### src/rtl/stream_multiplexer_pkg.sv
// Shared definitions for the stream multiplexer: arbitration mode codes,
// FSM state encoding and the select-width helpers.
package stream_multiplexer_pkg;

    localparam int MUX_MODE_ROUND_ROBIN = 0;
    localparam int MUX_MODE_FIXED       = 1;

    typedef enum logic {
        STATE_IDLE   = 1'b0,
        STATE_LOCKED = 1'b1
    } mux_state_t;

    // Ceiling log2; clog2(1) is 0.
    function automatic int clog2(input int value);
        int result;
        int span;
        result = 0;
        span   = 1;
        while (span < value) begin
            span   = span * 2;
            result = result + 1;
        end
        return result;
    endfunction

    // Channel index width, never narrower than one bit so CHANNELS=1 still elaborates.
    function automatic int sel_width(input int channels);
        return (clog2(channels) < 1) ? 1 : clog2(channels);
    endfunction

endpackage

### src/rtl/stream_multiplexer_round_robin_arbiter.sv
// Combinational arbiter: picks one requester, either scanning upward from
// pointer with wrap (round-robin) or always from index 0 (fixed priority).
module round_robin_arbiter
    import stream_multiplexer_pkg::*;
#(
    parameter  int CHANNELS  = 4,
    parameter  int MODE      = MUX_MODE_ROUND_ROBIN,
    localparam int SEL_WIDTH = sel_width(CHANNELS)
) (
    input  logic [CHANNELS-1:0]  request,
    input  logic [SEL_WIDTH-1:0] pointer,
    output logic [CHANNELS-1:0]  grant,
    output logic [SEL_WIDTH-1:0] grant_idx
);

    // First requester found from the scan start wins; grant stays zero with no requests.
    always_comb begin : arbitrate
        int   start;
        int   idx;
        logic found;
        grant     = '0;
        grant_idx = '0;
        found     = 1'b0;
        idx       = 0;
        start     = (MODE == MUX_MODE_ROUND_ROBIN) ? int'(pointer) : 0;
        for (int i = 0; i < CHANNELS; i++) begin
            idx = start + i;
            if (idx >= CHANNELS) begin
                idx = idx - CHANNELS;
            end
            if (!found && request[idx]) begin
                grant[idx] = 1'b1;
                grant_idx  = SEL_WIDTH'(idx);
                found      = 1'b1;
            end
        end
    end

endmodule

### src/rtl/stream_multiplexer.sv
// N-to-1 packet-aware stream multiplexer. Arbitrates between channels, holds
// the grant for the whole of a multi-beat packet and registers the output beat
// together with the channel it came from.
module stream_multiplexer
    import stream_multiplexer_pkg::*;
#(
    parameter  int CHANNELS   = 4,
    parameter  int DATA_WIDTH = 8,
    parameter  int MODE       = MUX_MODE_ROUND_ROBIN,
    localparam int SEL_WIDTH  = sel_width(CHANNELS)
) (
    input  logic                           clock,
    input  logic                           reset,
    input  logic [CHANNELS-1:0]            in_valid,
    input  logic [CHANNELS*DATA_WIDTH-1:0] in_data,
    input  logic [CHANNELS-1:0]            in_last,
    output logic [CHANNELS-1:0]            in_ready,
    output logic                           out_valid,
    output logic [DATA_WIDTH-1:0]          out_data,
    output logic                           out_last,
    output logic [SEL_WIDTH-1:0]           out_channel,
    input  logic                           out_ready
);

    mux_state_t             state;
    logic [SEL_WIDTH-1:0]   pointer;
    logic [SEL_WIDTH-1:0]   lock_ch;
    logic [SEL_WIDTH-1:0]   next_pointer;

    logic [CHANNELS-1:0]    arb_grant;
    logic [SEL_WIDTH-1:0]   arb_idx;
    logic [CHANNELS-1:0]    lock_grant;
    logic [CHANNELS-1:0]    grant;
    logic [SEL_WIDTH-1:0]   grant_idx;

    logic                   adv;
    logic                   accept;
    logic [DATA_WIDTH-1:0]  sel_data;
    logic                   sel_last;

    round_robin_arbiter #(
        .CHANNELS (CHANNELS),
        .MODE     (MODE)
    ) u_arbiter (
        .request   (in_valid),
        .pointer   (pointer),
        .grant     (arb_grant),
        .grant_idx (arb_idx)
    );

    // One-hot form of the locked channel, used while a packet is in flight.
    always_comb begin
        lock_grant = '0;
        for (int k = 0; k < CHANNELS; k++) begin
            lock_grant[k] = (lock_ch == SEL_WIDTH'(k));
        end
    end

    assign grant     = (state == STATE_LOCKED) ? lock_grant : arb_grant;
    assign grant_idx = (state == STATE_LOCKED) ? lock_ch    : arb_idx;

    // The output register can take a new beat when empty or being drained.
    assign adv      = !out_valid || out_ready;
    assign in_ready = (adv && !reset) ? (grant & in_valid) : '0;
    assign accept   = |in_ready;

    // Payload and last flag of the granted channel (grant is one-hot or zero).
    always_comb begin
        sel_data = '0;
        sel_last = 1'b0;
        for (int k = 0; k < CHANNELS; k++) begin
            if (grant[k]) begin
                sel_data = sel_data | in_data[k*DATA_WIDTH +: DATA_WIDTH];
                sel_last = sel_last | in_last[k];
            end
        end
    end

    assign next_pointer = (grant_idx == SEL_WIDTH'(CHANNELS - 1)) ? '0
                                                                  : grant_idx + SEL_WIDTH'(1);

    // Packet FSM: lock onto a channel after a non-last beat, release on its last
    // beat; round-robin pointer moves past the channel that just finished.
    always_ff @(posedge clock or posedge reset) begin
        if (reset) begin
            state   <= STATE_IDLE;
            lock_ch <= '0;
            pointer <= '0;
        end else if (accept) begin
            if (state == STATE_IDLE) begin
                if (!sel_last) begin
                    state   <= STATE_LOCKED;
                    lock_ch <= grant_idx;
                end
            end else if (sel_last) begin
                state <= STATE_IDLE;
            end
            if (sel_last && (MODE == MUX_MODE_ROUND_ROBIN)) begin
                pointer <= next_pointer;
            end
        end
    end

    // Output stage: load on acceptance, empty when drained with nothing new.
    always_ff @(posedge clock or posedge reset) begin
        if (reset) begin
            out_valid   <= 1'b0;
            out_data    <= '0;
            out_last    <= 1'b0;
            out_channel <= '0;
        end else if (accept) begin
            out_valid   <= 1'b1;
            out_data    <= sel_data;
            out_last    <= sel_last;
            out_channel <= grant_idx;
        end else if (out_ready) begin
            out_valid   <= 1'b0;
        end
    end

endmodule

### config.mk
export PLATFORM = sky130hd
export DESIGN_NAME = stream_multiplexer
export DESIGN_NICKNAME = d
export VERILOG_FILES = /design/src/rtl/stream_multiplexer_pkg.sv /design/src/rtl/stream_multiplexer_round_robin_arbiter.sv /design/src/rtl/stream_multiplexer.sv
export SDC_FILE = /design/constraint.sdc
export NUM_CORES = 1
export LEC_CHECK = 0
export BUFFER_PORTS_ARGS = -buffer_cell sky130_fd_sc_hd__buf_2
export CAP_MARGIN = 20
export CORE_ASPECT_RATIO = 1.5
export CORE_MARGIN = 4
export CORE_UTILIZATION = 52
export CTS_BUF_LIST = sky130_fd_sc_hd__clkbuf_2 sky130_fd_sc_hd__clkbuf_4 sky130_fd_sc_hd__clkbuf_8
export DETAILED_ROUTE_END_ITERATION = 16
export PLACE_DENSITY = 0.94
export SLEW_MARGIN = 20
export SYNTH_ARGS = -nofsm -noshare
export SYNTH_HDL_FRONTEND = slang
export SYNTH_SLANG_ARGS = --single-unit
export TNS_END_PERCENT = 100
### constraint.sdc
create_clock -name clock -period 4.9 [get_ports clock]
set_clock_uncertainty 0.15 [all_clocks]
set_input_delay 0.98 -clock clock [delete_from_list [all_inputs] [get_ports clock]]
set_output_delay 0.98 -clock clock [all_outputs]
set_load 0.05 [all_outputs]
==> results of run 1 <==
-- per-layer routing --
| layer | share of wire | GRT usage | vias up |
|---|---|---|---|
| li1 | - | - | 752 |
| met1 | 0.36 | 0.251 | 778 |
| met2 | 0.55 | 0.428 | 71 |
| met3 | 0.052 | 0.0342 | 18 |
| met4 | 0.039 | 0.117 | 0 |
| met5 | 0 | 0 | - |
-- per-stage QoR --
step	hold slack (ns)	instance area, um2	util	setup slack, ns
after global routing	0.376	2040	0.644	0.197
final	0.359	2040	0.644	0.414
after floorplan	0.395	1730	-	0.850
after CTS	0.362	2040	0.644	0.448
after detailed placement	0.342	1990	0.629	0.535
after global placement	0.334	1990	0.629	0.633
-- report_power, final --
group          switching [mW]  internal, mW
Combinational           0.749         0.533
Sequential             0.0582         0.213
Clock                  0.0492        0.0572
-- final timing paths --
check / start / cells after the start / to / slack [ns]
worst max-delay path: pointer[0]$_DFFE_PP0P_ / 7 / in_ready[2] / 0.41
worst min-delay path: out_channel[1]$_DFFE_PP0P_ / 1 / out_channel[1]$_DFFE_PP0P_ / 0.36
worst max register to register: pointer[0]$_DFFE_PP0P_ / 9 / out_data[7]$_DFFE_PP0P_ / 1.12
worst min register to register: out_channel[1]$_DFFE_PP0P_ / 1 / out_channel[1]$_DFFE_PP0P_ / 0.36
max in group asynchronous: reset / 2 / out_data[5]$_DFFE_PP0P_ / 3.54
min in group asynchronous: reset / 2 / out_data[6]$_DFFE_PP0P_ / 0.66
-- critical path: stages (launching register included) --
cell	delay [ns]
sky130_fd_sc_hd__dfrtp_1	0.36
sky130_fd_sc_hd__inv_1	0.10
sky130_fd_sc_hd__ha_1	0.47
sky130_fd_sc_hd__mux4_2	0.66
sky130_fd_sc_hd__nor4b_2	0.48
sky130_fd_sc_hd__a22oi_1	0.22
sky130_fd_sc_hd__o31ai_4	0.45
sky130_fd_sc_hd__buf_2	0.36
-- final cells by class --
type	count	area (um2)
tap	40	50.0
multi-input combinational	127	1180
clock inverter	1	7.51
sequential	17	425
fill	276	1120
timing repair buffer	60	305
clock buffer	3	41.3
inverter	7	26.3
-- cells in the mapped netlist, types with 2 or more instances --
library cell | count | share of area
sky130_fd_sc_hd__a2111o_1 | 5 | 0.033
sky130_fd_sc_hd__a21oi_1 | 3 | 0.0087
sky130_fd_sc_hd__a221o_1 | 9 | 0.052
sky130_fd_sc_hd__a22o_1 | 8 | 0.041
sky130_fd_sc_hd__a22oi_1 | 3 | 0.013
sky130_fd_sc_hd__and2_1 | 4 | 0.014
sky130_fd_sc_hd__and3_1 | 5 | 0.018
sky130_fd_sc_hd__and4_1 | 2 | 0.010
sky130_fd_sc_hd__buf_2 | 4 | 0.012
sky130_fd_sc_hd__buf_6 | 3 | 0.020
sky130_fd_sc_hd__clkbuf_1 | 3 | 0.0065
sky130_fd_sc_hd__clkbuf_2 | 2 | 0.0058
sky130_fd_sc_hd__dfrtp_1 | 17 | 0.25
sky130_fd_sc_hd__ha_1 | 5 | 0.036
sky130_fd_sc_hd__inv_1 | 7 | 0.015
sky130_fd_sc_hd__mux2_2 | 8 | 0.052
sky130_fd_sc_hd__mux2_4 | 9 | 0.078
sky130_fd_sc_hd__mux2i_1 | 8 | 0.046
sky130_fd_sc_hd__mux4_1 | 2 | 0.030
sky130_fd_sc_hd__mux4_2 | 2 | 0.026
sky130_fd_sc_hd__nand2_1 | 9 | 0.020
sky130_fd_sc_hd__nand2b_1 | 3 | 0.011
sky130_fd_sc_hd__nor2_1 | 5 | 0.011
sky130_fd_sc_hd__nor2b_1 | 3 | 0.011
sky130_fd_sc_hd__nor3b_1 | 2 | 0.0087
sky130_fd_sc_hd__nor4bb_1 | 2 | 0.012
sky130_fd_sc_hd__o211ai_1 | 2 | 0.0087
sky130_fd_sc_hd__o21ai_0 | 6 | 0.017
sky130_fd_sc_hd__o22ai_1 | 2 | 0.0072
-- state kept, by name, indices dropped and copies added, names as in the netlist --
| signal | flops |
|---|---|
| pointer | 2 |
| out_last | 1 |
| out_valid | 1 |
| state | 1 |
| lock_ch | 2 |
| out_data | 8 |
| out_channel | 2 |
-- cells by family (layout without fill, tap and decap cells) --
| group | Yosys count | after routing | synth area share |
|---|---|---|---|
| adders and majority gates | 5 | 5 | 0.0362 |
| DFF | 17 | 17 | 0.246 |
| buffers and inverters | 20 | 71 | 0.0703 |
| and+or+nand+nor | 44 | 44 | 0.163 |
| AOI/OAI and AO/OA | 49 | 49 | 0.251 |
| muxes | 29 | 29 | 0.233 |
==> flow_summary.toml, run 1 <==
[logic_synthesis]
yosys.cell_types.count = 50
syn_nets = 212
synth.yosys.seq_area_share = 0.246
yosys_warnings = 0
syn-cell-area_um2 = 1730
synth_area_per_cell_um2 = 10.5
ys_async_sr_fraction = 1.00
ys_ff_latch = 17
ys_dominant_reg_cell = "sky130_fd_sc_hd__dfrtp_1"
number_of_enable_type_register_cells_in_the_synthesized_netlist = 0
netlist_instances = 164

[cells_and_area]
final_cells = 255
post_route_cells_drive_above_1_share = 0.423
layout_common_cells = "58 x sky130_fd_sc_hd__buf_2, 17 x sky130_fd_sc_hd__dfrtp_1, 9 x sky130_fd_sc_hd__nand2_1, 9 x sky130_fd_sc_hd__a221o_1, 9 x sky130_fd_sc_hd__mux2_4"
synthToLayoutAreaGrowth_pct = 17.9
antennaDiodeCount = 0
layout_commonest_cell = "sky130_fd_sc_hd__buf_2"
nNetsFinal = 264

[cts]
cts_sinks = 17
number_of_h_tree_levels = 1
cts_root_buf = "sky130_fd_sc_hd__clkbuf_8"
cts_repair_resize_count = 0
clock_pin_slew_on_the_worst_setup_and_hold_paths_ns = 0.07
tritoncts_clock_tree = "done"
clock_insertion_delay_worst_skew_ns = 0.25
cts_post_setup_buffers_inserted = 0
cts_hold_buf = 0
tritoncts.num_buffers = 3
clockBufferDepth = 2

[worst_setup_path]
path_class = "flip-flop to output port"
worst-endpoint-required_ns = 3.77
cp_max_fo = 8
endpoint_kind = "output port"
critical_path_arrival_ns = 3.36
timing.critical_path.from_type = "flip-flop"

[sta]
final_min_period_over_clock_period = 0.915
setup_repair_after_global_routing_missed_its_margin = "false"
setup-violations-final = 0
final_max_slew_viol_count = 0
tns_ns = 0
finalHoldViolCount = 0
slew_headroom = 0.590
layout_min_cycle_time_ns = 4.49
tightestPinTransition_ns = 0.614
max_freq_mhz = 223

[drt]
routed_wire_length_per_instance_um = 19.3
drc = 0
number_of_drc_markers_after_the_initial_detailed_route_iteration = 51
wl_um = 4930
postRouteAntennaNets = 0
drt-vias-per-instance = 6.35
routed-via-count = 1619
detail_route.first_pass.iterations = 4

[die]
total_die_area_um2 = 4330
fp-row-count = 25
die-width_um = 55.1
area_inside_the_core_boundary_um2 = 3160
pin_count = 59
initial_core_util = 0.547
die_y_um = 78.6

[worst_hold_path]
min_delay_worst_type = "flip-flop to flip-flop"

[power]
p_per_area_nw_per_um2 = 816
design_power_total_mw = 1.66
leakagePower_nw = 1.02
vdd_drop_max_uv = 495

[placement]
numPlacedInstances = 251
io_buffers = 58
dp_hpwl_um = 3910
finalWeightedCongestion = 1.01

[grt]
total_global_routing_overflow = 0
grt_antenna_before_repair = 0
pin_count_of_the_biggest_net_entering_global_routing = 21
grt_pass1_wl_um = 7620
grt.total_usage = 0.237
number_of_global_route_vias_before_repair = 1620

[job]
maxCapViolations = 0

[status]
result_of_the_run = "complete, no violations"
(Power assumes the default switching activity.)
==> run 2: changes to the inputs <==
PLACE_DENSITY = 0.82   (was 0.94)
==> run 2 against run 1 <==
Maximum frequency grew 1.7%. Core utilization stayed put. Final cell count did not move. Power shrank 1.1%. Sequential share of layout area is the same. Critical path depth unchanged. Cell area is the same. Sequential power about the same. Count of clock-buffer cells in the layout is the same. Hold slack got worse by 0.0017 ns. Via count decreased by 1.7%. Worst setup slack gained 0.076 ns.
==> flow_summary.toml, run 2 (synthesized netlist as in run 1, its figures left out) <==
[sta]
max_freq_mhz = 227
setup-violations-final = 0
layout_min_cycle_time_ns = 4.41
final_min_period_over_clock_period = 0.900
hold_ws_ns = 0.357
finalHoldViolCount = 0
tns_ns = 0
tightestPinTransition_ns = 0.656
final_max_slew_viol_count = 0
setup_repair_after_global_routing_missed_its_margin = "false"
slew_headroom = 0.562
setup_ws_ns = 0.490

[worst_setup_path]
critical-path-max-stage-delay_ns = 0.64
worst-endpoint-required_ns = 3.77
worst_path_dominant_cell_family = "compound AO/OA/AOI/OAI gates"
timing.critical_path.from_type = "flip-flop"
critical_path.cell_chain = "inv_1, ha_1, mux4_2, nor4b_2, a22oi_1, o31ai_4, buf_2"
critical_path_arrival_ns = 3.28
endpoint_kind = "output port"
critical_path.slowest_cell = "sky130_fd_sc_hd__mux4_2"
path_class = "flip-flop to output port"
cp_max_fo = 8
critPathBufInv = 2

[cts]
cts_repair_resize_count = 0
cts_post_setup_buffers_inserted = 0
clockBufferDepth = 2
cts_hold_buf = 0
tritoncts_clock_tree = "done"
clock_pin_slew_on_the_worst_setup_and_hold_paths_ns = 0.07
cts_sinks = 17
number_of_h_tree_levels = 1
tritoncts.num_buffers = 3
clock_insertion_delay_worst_skew_ns = 0.25
cts_root_buf = "sky130_fd_sc_hd__clkbuf_8"

[drt]
number_of_drc_markers_after_the_initial_detailed_route_iteration = 44
routed_wire_length_per_instance_um = 17.9
wl_um = 4580
postRouteAntennaNets = 0
detail_route.first_pass.iterations = 4
drt-vias-per-instance = 6.24
drc = 0
routed-via-count = 1592

[grt]
number_of_global_route_vias_before_repair = 1544
met3_routing_resource_usage_after_global_routing = 0.0228
grt_util_met1 = 0.249
grt.total_usage = 0.220
grt_use_met2 = 0.383
grt_antenna_before_repair = 0
grt_pass1_wl_um = 7100
total_global_routing_overflow = 0
layer_with_the_highest_usage_after_global_routing = "met2"
pin_count_of_the_biggest_net_entering_global_routing = 21

[power]
leakagePower_nw = 1.02
share_clk_of_total_power = 0.065
vdd_drop_max_uv = 479
switching_share = 0.511
cellInternalPower_mw = 0.804
power.switching_mw = 0.838
power.share.combinational = 0.771
p_per_area_nw_per_um2 = 807
p_seq_frac = 0.164
design_power_total_mw = 1.64

[job]
maxCapViolations = 0

[cells_and_area]
fillerInstances = 292
largest_register_ff_count = 8
layout_common_cells = "58 x sky130_fd_sc_hd__buf_2, 17 x sky130_fd_sc_hd__dfrtp_1, 9 x sky130_fd_sc_hd__nand2_1, 9 x sky130_fd_sc_hd__a221o_1, 9 x sky130_fd_sc_hd__mux2_4"
layout_commonest_cell = "sky130_fd_sc_hd__buf_2"
final_cells = 255
post_route_cells_drive_above_1_share = 0.423
antennaDiodeCount = 0
nNetsFinal = 264
top_register = "out_data"
synthToLayoutAreaGrowth_pct = 17.9

[die]
die_y_um = 78.6
area_inside_the_core_boundary_um2 = 3160
fp-row-count = 25
initial_core_util = 0.547
pin_count = 59
total_die_area_um2 = 4330
die-width_um = 55.1

[placement]
numPlacedInstances = 251
dp_hpwl_um = 3680
io_buffers = 58
dp_slack_ns = 0.563
finalWeightedCongestion = 0.957

[status]
result_of_the_run = "complete, no violations"

[worst_hold_path]
min_delay_worst_type = "flip-flop to flip-flop"
run 2: cell counts in the layout (fill, tap and decap cells not counted):
No cell type changed its count.
run 2: power by group through the flow:
stage	clock, mW	combinational (mW)	sequential (mW)
after floorplan	0	0.903	0.424
after global placement	0	1.25	0.267
after detailed placement	0	1.26	0.268
after CTS	0.109	1.27	0.268
after global routing	0.114	1.37	0.278
final	0.107	1.27	0.269
run 2: metrics by stage:
step / utilization / cell area [um2]
after floorplan: - / 1730
after CTS: 0.644 / 2040
after global routing: 0.644 / 2040
after detailed placement: 0.629 / 1990
after global placement: 0.629 / 1990
final: 0.644 / 2040
run 2: path summary, 6_finish.rpt:
check                                         from                      end  slack (ns)  depth (start not counted)
setup / recovery            pointer[0]$_DFFE_PP0P_              in_ready[2]        0.49                          7
hold / removal             out_data[7]$_DFFE_PP0P_  out_data[7]$_DFFE_PP0P_        0.36                          1
setup reg to reg            pointer[0]$_DFFE_PP0P_  out_data[7]$_DFFE_PP0P_        1.13                          9
hold reg to reg            out_data[7]$_DFFE_PP0P_  out_data[7]$_DFFE_PP0P_        0.36                          1
max in group asynchronous                    reset  out_data[2]$_DFFE_PP0P_        3.51                          2
min in group asynchronous                    reset    out_valid$_DFFE_PP0P_        0.67                          2
run 2: cell type report:
type                    count  area (um2)  share of cell area
repair buffers             60         305               0.150
clock inverters             1        7.51             0.00369
flip-flops and latches     17         425               0.209
clock buffers               3        41.3              0.0203
multi-input cells         127        1180               0.580
well taps                  40        50.0              0.0246
inverters                   7        26.3              0.0129
run 2: layer usage:
| metal | wire [um] | vias up | share of wire |
|---|---|---|---|
| met4 | 102 | 0 | 0.022 |
| li1 | - | 751 | - |
| met2 | 2380 | 62 | 0.52 |
| met1 | 1820 | 771 | 0.40 |
| met5 | 0 | - | 0 |
| met3 | 277 | 8 | 0.061 |
